## config.mk

```make
export PLATFORM = sky130hd
export DESIGN_NAME = mips_control_unit_flat
export DESIGN_NICKNAME = d
export VERILOG_FILES = /design/src/rtl/mips_ctrl_pkg.sv /design/src/rtl/mips_control_unit_if.sv /design/src/rtl/mips_control_unit_alu_decoder.sv /design/src/rtl/mips_control_unit.sv /design/src/flat_wrapper.sv
export SDC_FILE = /design/constraint.sdc
export NUM_CORES = 1
export LEC_CHECK = 0
export BUFFER_PORTS_ARGS = -buffer_cell sky130_fd_sc_hd__buf_2
export CAP_MARGIN = 5
export CORE_ASPECT_RATIO = 1.5
export CORE_MARGIN = 3
export CORE_UTILIZATION = 35
export DETAILED_ROUTE_END_ITERATION = 6
export GPL_TIMING_DRIVEN = 1
export MAX_ROUTING_LAYER = met4
export PLACE_DENSITY = 0.67
export RECOVER_POWER = 25
export SLEW_MARGIN = 5
export SYNTH_ARGS = -nofsm -noshare
export SYNTH_HDL_FRONTEND = slang
export SYNTH_SLANG_ARGS = --single-unit
```

## constraint.sdc

```tcl
create_clock -name Clk -period 1.7 [get_ports Clk]
set_clock_uncertainty 0.05 [all_clocks]
set_input_delay 0.255 -clock Clk [delete_from_list [all_inputs] [get_ports Clk]]
set_output_delay 0.255 -clock Clk [all_outputs]
set_load 0.02 [all_outputs]
```

## src/rtl/mips_ctrl_pkg.sv

```systemverilog
// mips_ctrl_pkg: shared state encoding, opcode/funct constants and control select codes
// for the multicycle MIPS control unit.
package mips_ctrl_pkg;

    typedef enum logic [4:0] {
        S_RESET      = 5'd0,
        S_FETCH      = 5'd1,
        S_FETCH_WAIT = 5'd2,
        S_DECODE     = 5'd3,
        S_R_EXEC     = 5'd4,
        S_R_WB       = 5'd5,
        S_ADDI_EXEC  = 5'd6,
        S_ADDI_WB    = 5'd7,
        S_MEM_ADDR   = 5'd8,
        S_MEM_READ   = 5'd9,
        S_MEM_WAIT   = 5'd10,
        S_LW_WB      = 5'd11,
        S_MEM_WRITE  = 5'd12,
        S_BEQ        = 5'd13,
        S_BNE        = 5'd14,
        S_JUMP       = 5'd15,
        S_HALT       = 5'd16
    } state_t;

    typedef enum logic [2:0] {
        ALU_LOAD = 3'b000,
        ALU_ADD  = 3'b001,
        ALU_SUB  = 3'b010,
        ALU_AND  = 3'b011,
        ALU_INC  = 3'b100,
        ALU_NOT  = 3'b101,
        ALU_XOR  = 3'b110,
        ALU_CMP  = 3'b111
    } alu_sel_t;

    localparam logic [5:0] OP_RTYPE = 6'h00;
    localparam logic [5:0] OP_LW    = 6'h23;
    localparam logic [5:0] OP_SW    = 6'h2B;
    localparam logic [5:0] OP_BEQ   = 6'h04;
    localparam logic [5:0] OP_BNE   = 6'h05;
    localparam logic [5:0] OP_J     = 6'h02;
    localparam logic [5:0] OP_ADDI  = 6'h08;

    localparam logic [5:0] FN_ADD = 6'h20;
    localparam logic [5:0] FN_SUB = 6'h22;
    localparam logic [5:0] FN_AND = 6'h24;
    localparam logic [5:0] FN_XOR = 6'h26;

    localparam logic [1:0] SRCB_B      = 2'b00;
    localparam logic [1:0] SRCB_4      = 2'b01;
    localparam logic [1:0] SRCB_IMM    = 2'b10;
    localparam logic [1:0] SRCB_IMM_SH = 2'b11;

    localparam logic [1:0] PCSRC_ALU    = 2'b00;
    localparam logic [1:0] PCSRC_ALUOUT = 2'b01;
    localparam logic [1:0] PCSRC_JUMP   = 2'b10;

    localparam logic [1:0] EXC_NONE    = 2'b00;
    localparam logic [1:0] EXC_INVALID = 2'b01;
    localparam logic [1:0] EXC_OVF     = 2'b10;

endpackage

```

## src/rtl/mips_control_unit_if.sv

```systemverilog
// mips_control_unit_if: instruction/flag inputs and datapath control outputs between
// the control unit (master) and the datapath (slave).
interface mips_control_unit_if;
    logic [5:0] Opcode;
    logic [5:0] Funct;
    logic       ALU_zero;
    logic       ALU_overflow;
    logic       Dp_reset;
    logic       PC_load;
    logic       IorD;
    logic       wr;
    logic       IR_load;
    logic       MDR_load;
    logic       A_load;
    logic       B_load;
    logic       ALUOut_load;
    logic       RegWrite;
    logic       RegDst;
    logic       MemtoReg;
    logic       ALUSrcA;
    logic [1:0] ALUSrcB;
    logic [1:0] PCSource;
    logic [2:0] ALU_sel;
    logic [1:0] Exc_code;
    logic [4:0] State;

    modport master (
        input  Opcode, Funct, ALU_zero, ALU_overflow,
        output Dp_reset, PC_load, IorD, wr, IR_load, MDR_load, A_load, B_load,
               ALUOut_load, RegWrite, RegDst, MemtoReg, ALUSrcA, ALUSrcB,
               PCSource, ALU_sel, Exc_code, State
    );

    modport slave (
        output Opcode, Funct, ALU_zero, ALU_overflow,
        input  Dp_reset, PC_load, IorD, wr, IR_load, MDR_load, A_load, B_load,
               ALUOut_load, RegWrite, RegDst, MemtoReg, ALUSrcA, ALUSrcB,
               PCSource, ALU_sel, Exc_code, State
    );
endinterface

```

## src/rtl/mips_control_unit_alu_decoder.sv

```systemverilog
// alu_decoder: maps an R-type funct field to an ALU function code, flags whether the
// funct is supported and whether signed overflow must trap for it.
module alu_decoder
    import mips_ctrl_pkg::*;
(
    input  logic [5:0] funct,
    output alu_sel_t   alu_sel,
    output logic       valid,
    output logic       ovf_checked
);
    always_comb begin
        alu_sel     = ALU_LOAD;
        valid       = 1'b1;
        ovf_checked = 1'b0;
        case (funct)
            FN_ADD: begin
                alu_sel     = ALU_ADD;
                ovf_checked = 1'b1;
            end
            FN_SUB: begin
                alu_sel     = ALU_SUB;
                ovf_checked = 1'b1;
            end
            FN_AND:  alu_sel = ALU_AND;
            FN_XOR:  alu_sel = ALU_XOR;
            default: valid = 1'b0;
        endcase
    end
endmodule

```

## src/rtl/mips_control_unit.sv

```systemverilog
// mips_control_unit: multicycle MIPS control FSM; Moore decode of state drives the datapath,
// with branch PC_load and the overflow trap out of the execute states as the Mealy exceptions.
module mips_control_unit
    import mips_ctrl_pkg::*;
#(
    parameter int RESET_HOLD = 1
) (
    input  logic                Clk,
    input  logic                Reset_n,
    mips_control_unit_if.master bus
);
    localparam logic [3:0] HOLD_LAST = 4'(RESET_HOLD - 1);

    state_t     state_q, state_d;
    logic [3:0] cnt_q, cnt_d;
    logic [1:0] exc_q, exc_d;
    alu_sel_t   dec_sel;
    logic       dec_valid;
    logic       dec_ovf;

    alu_decoder u_alu_decoder (
        .funct       (bus.Funct),
        .alu_sel     (dec_sel),
        .valid       (dec_valid),
        .ovf_checked (dec_ovf)
    );

    // Asynchronous reset pulls state to RESET at once, so every write enable drops with Reset_n.
    always_ff @(posedge Clk or negedge Reset_n) begin
        if (!Reset_n) begin
            state_q <= S_RESET;
            cnt_q   <= '0;
            exc_q   <= EXC_NONE;
        end else begin
            state_q <= state_d;
            cnt_q   <= cnt_d;
            exc_q   <= exc_d;
        end
    end

    always_comb begin
        state_d         = state_q;
        cnt_d           = '0;
        exc_d           = exc_q;
        bus.Dp_reset    = 1'b0;
        bus.PC_load     = 1'b0;
        bus.IorD        = 1'b0;
        bus.wr          = 1'b0;
        bus.IR_load     = 1'b0;
        bus.MDR_load    = 1'b0;
        bus.A_load      = 1'b0;
        bus.B_load      = 1'b0;
        bus.ALUOut_load = 1'b0;
        bus.RegWrite    = 1'b0;
        bus.RegDst      = 1'b0;
        bus.MemtoReg    = 1'b0;
        bus.ALUSrcA     = 1'b0;
        bus.ALUSrcB     = SRCB_B;
        bus.PCSource    = PCSRC_ALU;
        bus.ALU_sel     = ALU_LOAD;
        case (state_q)
            S_RESET: begin
                bus.Dp_reset = 1'b1;
                if (cnt_q >= HOLD_LAST) state_d = S_FETCH;
                else cnt_d = cnt_q + 4'd1;
            end
            S_FETCH: state_d = S_FETCH_WAIT;
            S_FETCH_WAIT: begin
                bus.IR_load = 1'b1;
                bus.ALUSrcB = SRCB_4;
                bus.ALU_sel = ALU_ADD;
                bus.PC_load = 1'b1;
                state_d     = S_DECODE;
            end
            S_DECODE: begin
                bus.A_load      = 1'b1;
                bus.B_load      = 1'b1;
                bus.ALUSrcB     = SRCB_IMM_SH;
                bus.ALU_sel     = ALU_ADD;
                bus.ALUOut_load = 1'b1;
                state_d         = S_HALT;
                exc_d           = EXC_INVALID;
                if ((bus.Opcode == OP_RTYPE && dec_valid) || bus.Opcode == OP_LW || bus.Opcode == OP_SW ||
                    bus.Opcode == OP_BEQ || bus.Opcode == OP_BNE || bus.Opcode == OP_J || bus.Opcode == OP_ADDI)
                    exc_d = exc_q;
                case (bus.Opcode)
                    OP_RTYPE: if (dec_valid) state_d = S_R_EXEC;
                    OP_LW, OP_SW: state_d = S_MEM_ADDR;
                    OP_BEQ:  state_d = S_BEQ;
                    OP_BNE:  state_d = S_BNE;
                    OP_J:    state_d = S_JUMP;
                    OP_ADDI: state_d = S_ADDI_EXEC;
                    default: state_d = S_HALT;
                endcase
            end
            S_R_EXEC: begin
                bus.ALUSrcA     = 1'b1;
                bus.ALU_sel     = dec_sel;
                bus.ALUOut_load = 1'b1;
                state_d         = (bus.ALU_overflow && dec_ovf) ? S_HALT : S_R_WB;
                exc_d           = (bus.ALU_overflow && dec_ovf) ? EXC_OVF : exc_q;
            end
            S_R_WB: begin
                bus.RegDst   = 1'b1;
                bus.RegWrite = 1'b1;
                state_d      = S_FETCH;
            end
            S_ADDI_EXEC: begin
                bus.ALUSrcA     = 1'b1;
                bus.ALUSrcB     = SRCB_IMM;
                bus.ALU_sel     = ALU_ADD;
                bus.ALUOut_load = 1'b1;
                state_d         = bus.ALU_overflow ? S_HALT : S_ADDI_WB;
                exc_d           = bus.ALU_overflow ? EXC_OVF : exc_q;
            end
            S_ADDI_WB: begin
                bus.RegWrite = 1'b1;
                state_d      = S_FETCH;
            end
            S_MEM_ADDR: begin
                bus.ALUSrcA     = 1'b1;
                bus.ALUSrcB     = SRCB_IMM;
                bus.ALU_sel     = ALU_ADD;
                bus.ALUOut_load = 1'b1;
                state_d         = (bus.Opcode == OP_SW) ? S_MEM_WRITE : S_MEM_READ;
            end
            S_MEM_READ: begin
                bus.IorD = 1'b1;
                state_d  = S_MEM_WAIT;
            end
            S_MEM_WAIT: begin
                bus.IorD     = 1'b1;
                bus.MDR_load = 1'b1;
                state_d      = S_LW_WB;
            end
            S_LW_WB: begin
                bus.MemtoReg = 1'b1;
                bus.RegWrite = 1'b1;
                state_d      = S_FETCH;
            end
            S_MEM_WRITE: begin
                bus.IorD = 1'b1;
                bus.wr   = 1'b1;
                state_d  = S_FETCH;
            end
            S_BEQ, S_BNE: begin
                bus.ALUSrcA  = 1'b1;
                bus.ALU_sel  = ALU_SUB;
                bus.PCSource = PCSRC_ALUOUT;
                bus.PC_load  = (state_q == S_BEQ) ? bus.ALU_zero : !bus.ALU_zero;
                state_d      = S_FETCH;
            end
            S_JUMP: begin
                bus.PCSource = PCSRC_JUMP;
                bus.PC_load  = 1'b1;
                state_d      = S_FETCH;
            end
            S_HALT: state_d = S_HALT;
            default: state_d = S_RESET;
        endcase
    end

    assign bus.Exc_code = exc_q;
    assign bus.State    = state_q;
endmodule

```

## src/flat_wrapper.sv

```systemverilog
// flat-port wrapper written by rule: the top's interface ports become plain ports
module mips_control_unit_flat import mips_ctrl_pkg::*;
#(
    parameter int RESET_HOLD = 1
)
  (Clk, Reset_n, bus_Opcode, bus_Funct, bus_ALU_zero, bus_ALU_overflow, bus_Dp_reset, bus_PC_load, bus_IorD, bus_wr, bus_IR_load, bus_MDR_load, bus_A_load, bus_B_load, bus_ALUOut_load, bus_RegWrite, bus_RegDst, bus_MemtoReg, bus_ALUSrcA, bus_ALUSrcB, bus_PCSource, bus_ALU_sel, bus_Exc_code, bus_State);
  mips_control_unit_if bus_i ();
  input  logic Clk;
  input  logic Reset_n;
  input wire logic [$bits(bus_i.Opcode)-1:0] bus_Opcode;
  input wire logic [$bits(bus_i.Funct)-1:0] bus_Funct;
  input wire logic [$bits(bus_i.ALU_zero)-1:0] bus_ALU_zero;
  input wire logic [$bits(bus_i.ALU_overflow)-1:0] bus_ALU_overflow;
  output wire logic [$bits(bus_i.Dp_reset)-1:0] bus_Dp_reset;
  output wire logic [$bits(bus_i.PC_load)-1:0] bus_PC_load;
  output wire logic [$bits(bus_i.IorD)-1:0] bus_IorD;
  output wire logic [$bits(bus_i.wr)-1:0] bus_wr;
  output wire logic [$bits(bus_i.IR_load)-1:0] bus_IR_load;
  output wire logic [$bits(bus_i.MDR_load)-1:0] bus_MDR_load;
  output wire logic [$bits(bus_i.A_load)-1:0] bus_A_load;
  output wire logic [$bits(bus_i.B_load)-1:0] bus_B_load;
  output wire logic [$bits(bus_i.ALUOut_load)-1:0] bus_ALUOut_load;
  output wire logic [$bits(bus_i.RegWrite)-1:0] bus_RegWrite;
  output wire logic [$bits(bus_i.RegDst)-1:0] bus_RegDst;
  output wire logic [$bits(bus_i.MemtoReg)-1:0] bus_MemtoReg;
  output wire logic [$bits(bus_i.ALUSrcA)-1:0] bus_ALUSrcA;
  output wire logic [$bits(bus_i.ALUSrcB)-1:0] bus_ALUSrcB;
  output wire logic [$bits(bus_i.PCSource)-1:0] bus_PCSource;
  output wire logic [$bits(bus_i.ALU_sel)-1:0] bus_ALU_sel;
  output wire logic [$bits(bus_i.Exc_code)-1:0] bus_Exc_code;
  output wire logic [$bits(bus_i.State)-1:0] bus_State;
  assign bus_i.Opcode = bus_Opcode;
  assign bus_i.Funct = bus_Funct;
  assign bus_i.ALU_zero = bus_ALU_zero;
  assign bus_i.ALU_overflow = bus_ALU_overflow;
  assign bus_Dp_reset = bus_i.Dp_reset;
  assign bus_PC_load = bus_i.PC_load;
  assign bus_IorD = bus_i.IorD;
  assign bus_wr = bus_i.wr;
  assign bus_IR_load = bus_i.IR_load;
  assign bus_MDR_load = bus_i.MDR_load;
  assign bus_A_load = bus_i.A_load;
  assign bus_B_load = bus_i.B_load;
  assign bus_ALUOut_load = bus_i.ALUOut_load;
  assign bus_RegWrite = bus_i.RegWrite;
  assign bus_RegDst = bus_i.RegDst;
  assign bus_MemtoReg = bus_i.MemtoReg;
  assign bus_ALUSrcA = bus_i.ALUSrcA;
  assign bus_ALUSrcB = bus_i.ALUSrcB;
  assign bus_PCSource = bus_i.PCSource;
  assign bus_ALU_sel = bus_i.ALU_sel;
  assign bus_Exc_code = bus_i.Exc_code;
  assign bus_State = bus_i.State;
  mips_control_unit #(.RESET_HOLD(RESET_HOLD)) u_core (.Clk(Clk), .Reset_n(Reset_n), .bus(bus_i));
endmodule
```

### Yosys cells after proc, flatten, opt, wreduce, memory -nomap -nowiden

Cells that the tools add are included.

* $add $sub $neg: 1
* magnitude comparators: 1
* eq/ne operators: 30
* muxes and demuxes: 32
* reductions and logical operators: 25

Operators with widths (number)
* $pmux 5 s11: 1
* $eq 5x4->1 const B: 8
* $eq 6x6->1 const B: 6
* $pmux 5 s6: 1
* $eq 5x3->1 const B: 4
* $mux 5: 4
* $mux 1: 14
* $eq 6x3->1 const B: 2
* $pmux 2 s3: 2
* $pmux 3 s4: 1
* $reduce_or 4->1: 3
* $eq 5x2->1 const B: 2
* $reduce_or 2->1: 5
* $pmux 3 s3: 1
* $mux 4: 2
* $reduce_or 7->1: 1
* $eq 6x2->1 const B: 1
* $eq 6x4->1 const B: 1
* $logic_not 6->1: 1
* $logic_or 1x1->1: 6
* $mux 2: 3
* $reduce_or 3->1: 2
* $eq 5x1->1 const B: 1
* $eq 5x5->1 const B: 1
* other kinds (13): 16

* register bits: 11
* output and inout bits: 27
* logic and storage cells: 92

### Longest topological paths before layout

* word-level depth: 12
* mapped depth: 6
* mapped depth without buffers: 4

### Modules after synthesis

A second synthesis with hierarchy kept.

* cell total of the unflattened synthesis: 120
* area total of the unflattened synthesis: 863.3 um2

Modules (own cells, without submodules)
* mips_control_unit: instances 1, cells an instance 113, area an instance 824.5 um2
* alu_decoder: instances 1, cells an instance 7, area an instance 38.8 um2

### Worst setup path before layout

No wires, ideal clock.

* path type: reg-to-output
* from: register u_core.state_q[3], in the netlist u_core.bus.State[3]
* to: output port bus_ALU_sel[0]
* arrival time: 1.720 ns
* required time: 1.395 ns
* path slack: -0.325 ns
* stages on the path, launching flop included: 6
* cell sequence: dfrtp_1 -> buf_6 -> or3_1 -> buf_6 -> nor2_1 -> or3_1

* cells in the longest elaborated chain, start to end: 3
* elaborated cells on any way between the ends: 10
* classes of those cells: eq/ne: 7; mux: 1; reduce/logical: 2

Ends and longest elaborated chain
* start, declared: RTL line mips_control_unit.sv:14 `state_t state_q, state_d;`
* start signal, assigned: RTL line mips_control_unit.sv:35 `state_q <= state_d;`
* $eq 5x2->1, or another cell as far along: RTL line mips_control_unit.sv:61 `case (state_q)`
* $reduce_or 4->1 (no line) / $reduce_or 2->1 (equally long branches)
* $pmux 3 s3 *: RTL line mips_control_unit.sv:61
* end, declared: RTL line flat_wrapper.sv:29 `output wire logic [$bits(bus_i.ALU_sel)-1:0] bus_ALU_sel;`

Mark *: on every way between the ends. The rest lies on a longest branch, timed or not.

### Worst setup path in the final report

* from: register u_core.state_q[4], in the netlist u_core.bus.State[4]
* to: output port bus_ALU_sel[0]

Same word-level chain as after synthesis.

==> impl_metrics.toml <==
[outcome]
violations = "negative setup slack"
status = "finished with violations"

[synth]
netlist_area_um2 = 900
synth.top_cell.area_share_pct = 19.5
synth_nets = 136
ys_top_cells_by_area = "dfrtp_1, nor2_1, nand2_1, nand2b_1, a21oi_1"
yosysTopAreaCell = "dfrtp_1"
ys_types = 45
ys_seq_area_share_pct = 19.5
synth_seq_cells = 7
syn_avg_cell_area_um2 = 7.50
synth-warning-count = 0
netlist_instances = 120

[timing]
period_share_pct = 123
worst_pin_slew_ns = 0.517
rsz0062_at_grt = "true"
min_period_ns = 2.10
fin_ws_ns = -0.396
slew_headroom_pct = 65.4
hold_viol = 0
fmax_ghz = 0.477
drv_slew = 0
setup_viol = 22

[route]
ant_nets = 0
firstDrtPassIters = 4
met1Wirelength_mm = 1.41
via_per_inst = 5.93
route.detailed.drc = 0
vias = 1304
drt_iter0_drc = 48
wl_met3_um = 251
routedWlPerCell_um = 19.0
routed_wl_mm = 4.19
dr.max_layer_used = "met4"
wl_met2_mm = 2.31

[critical_path]
start_kind = "flop"
cp.required_ns = 1.39
reg2reg_slack_ns = 0
critical_path_class = "reg -> out"
crit_arrival_ns = 1.79
end_kind = "output pin"
cp_max_fo = 4

[grt]
grt_pass1_wl_mm = 5.62
overflow = 0
antenna_found_initial = 0
grt_max_degree = 11
grt_use_total_pct = 24.4
grt_pass1_vias = 1216

[die]
die_h_um = 68.1
io_pins = 43
dieWidth_um = 47.4
dieArea_um2 = 3230
initial_core_util_pct = 38.5
core_um2 = 2340
num_rows = 21

[pwr]
power_density_nw_per_um2 = 1310
leakage_nw = 0.782
finalPower_mw = 2.35
ir_worst_vdd_mv = 0.687

[cts]
cts_tree = "done"
cts_buffers = 3
cts_num_sinks = 7
clk_pin_slew_worst_paths_ns = 0.06
insertion_delay_ns = 0.26
cts-root-buf = "clkbuf_4"
cts_buffer_depth = 2
htree_levels = 1

[job]
drv_cap = 0

[cells_and_area]
drive_gt1_share_pct = 65.8
finalNetCount = 213
syn_to_final_growth_pct = 99.2
final_cell_mix = "buf_4, buf_6, buf_2"

[placed_design]
place_hpwl_mm = 2.36
port_buffers = 42
dpl_worst_slack_ns = -0.0548
place_congestion = 0.911

[hold_path]
hold_path_class = "in -> async"
[stage by stage]
stage	area (µm²)	setup TNS [ns]	utilization [%]	std cells	hold WS (ns)
final	1790	-3.60	76.6	220	0.366
after global routing	1790	-4.92	76.5	219	0.378
after detailed placement	1260	-0.126	54.1	196	0.0438
after global placement	1260	-0.0350	54.1	196	0.0388
after CTS	1640	-2.46	70.2	213	0.299
after floorplan	940	-0.303	-	120	-0.0906
[flip-flops by register name (all words and copies together), names as in the netlist]
register             count
u_core.bus.Exc_code      2
u_core.bus.State         5
[critical path, stage by stage (launching register included)]
cell	delay, ns
dfrtp_1	0.40
buf_6	0.14
or3b_4	0.38
nor3_1	0.29
or3_4	0.20
buf_6	0.11
[final cells by class]
class | instances | area [µm²]
Multi-Input combinational cell | 99 | 870
Timing Repair Buffer | 82 | 668
Fill cell | 154 | 547
Sequential cell | 7 | 180
Tap cell | 23 | 28.8
Clock buffer | 3 | 22.5
Inverter | 4 | 15.0
Clock inverter | 1 | 5.00
Antenna cell | 1 | 2.50
[power by group]
part,switching [mW],internal (mW),leakage (nW)
Clock,0.0749,0.0867,0.0177
Combinational,1.03,0.880,0.682
Sequential,0.0652,0.213,0.0825
[kinds of logic after synthesis]
family	share of synthesized area, %
AOI/OAI and AO/OA	22.1
xor gates and xnor gates	1.95
buffers and inverters	9.60
DFF	19.5
and+or+nand+nor	46.9
[Yosys cell counts]
cell type and number:
nand4_1 3, o221ai_2 1, o311ai_1 1, nand3b_1 2
nor3_1 7, xnor2_1 2, nor4b_1 1, dfrtp_1 7
inv_2 1, nand3_1 2, buf_6 3, a31oi_1 1
o21ai_1 4, or3b_1 1, o21ai_0 1, a211oi_2 1
and4b_1 1, or3_1 2, inv_1 3, nor2_4 1
nor4_4 1, nor2_1 20, or3b_2 1, a31o_1 1
o22ai_2 1, a32oi_1 1, o22a_1 1, o21a_1 3
or4_1 1, a311oi_1 1, o21ba_1 1, and4bb_1 1
nand2_1 10, nor2b_1 4, nand2b_1 6, o21bai_1 1
a21oi_1 7, nand2_2 1, nor4b_2 2, and2_1 1
nor4_2 1, buf_4 1, buf_2 6, or3b_4 1
a22o_1 1
[per-layer routing]
layer / vias up / global-route usage, %
li1: 586 / -
met4: 0 / 10.4
met5: - / -
met2: 78 / 42.8
met3: 22 / 1.58
met1: 618 / 27.1
[what timing repair did]
item | in CTS | in global routing
setup endpoints to repair | 20 | 26
endpoints found under the hold margin | 7 | 0
buffers inserted | 12 | 7
hold buffers | 1 | 0
resized for setup | 69 | 24
pin swaps | 12 | 9
[worst paths after layout]
check,startpoint,endpoint,cells past startpoint
max reg2reg,u_core.bus.State[2],u_core.bus.State[2],6
min,Reset_n,u_core.bus.State[3],2
min in group Clk,bus_Opcode[5],u_core.bus.State[0],4
min reg2reg,u_core.bus.Exc_code[1],u_core.bus.Exc_code[1],1
max,u_core.bus.State[4],bus_ALU_sel[0],5
max in group asynchronous,Reset_n,u_core.bus.State[0],2
No activity file was read; power rests on OpenSTA's default activity.
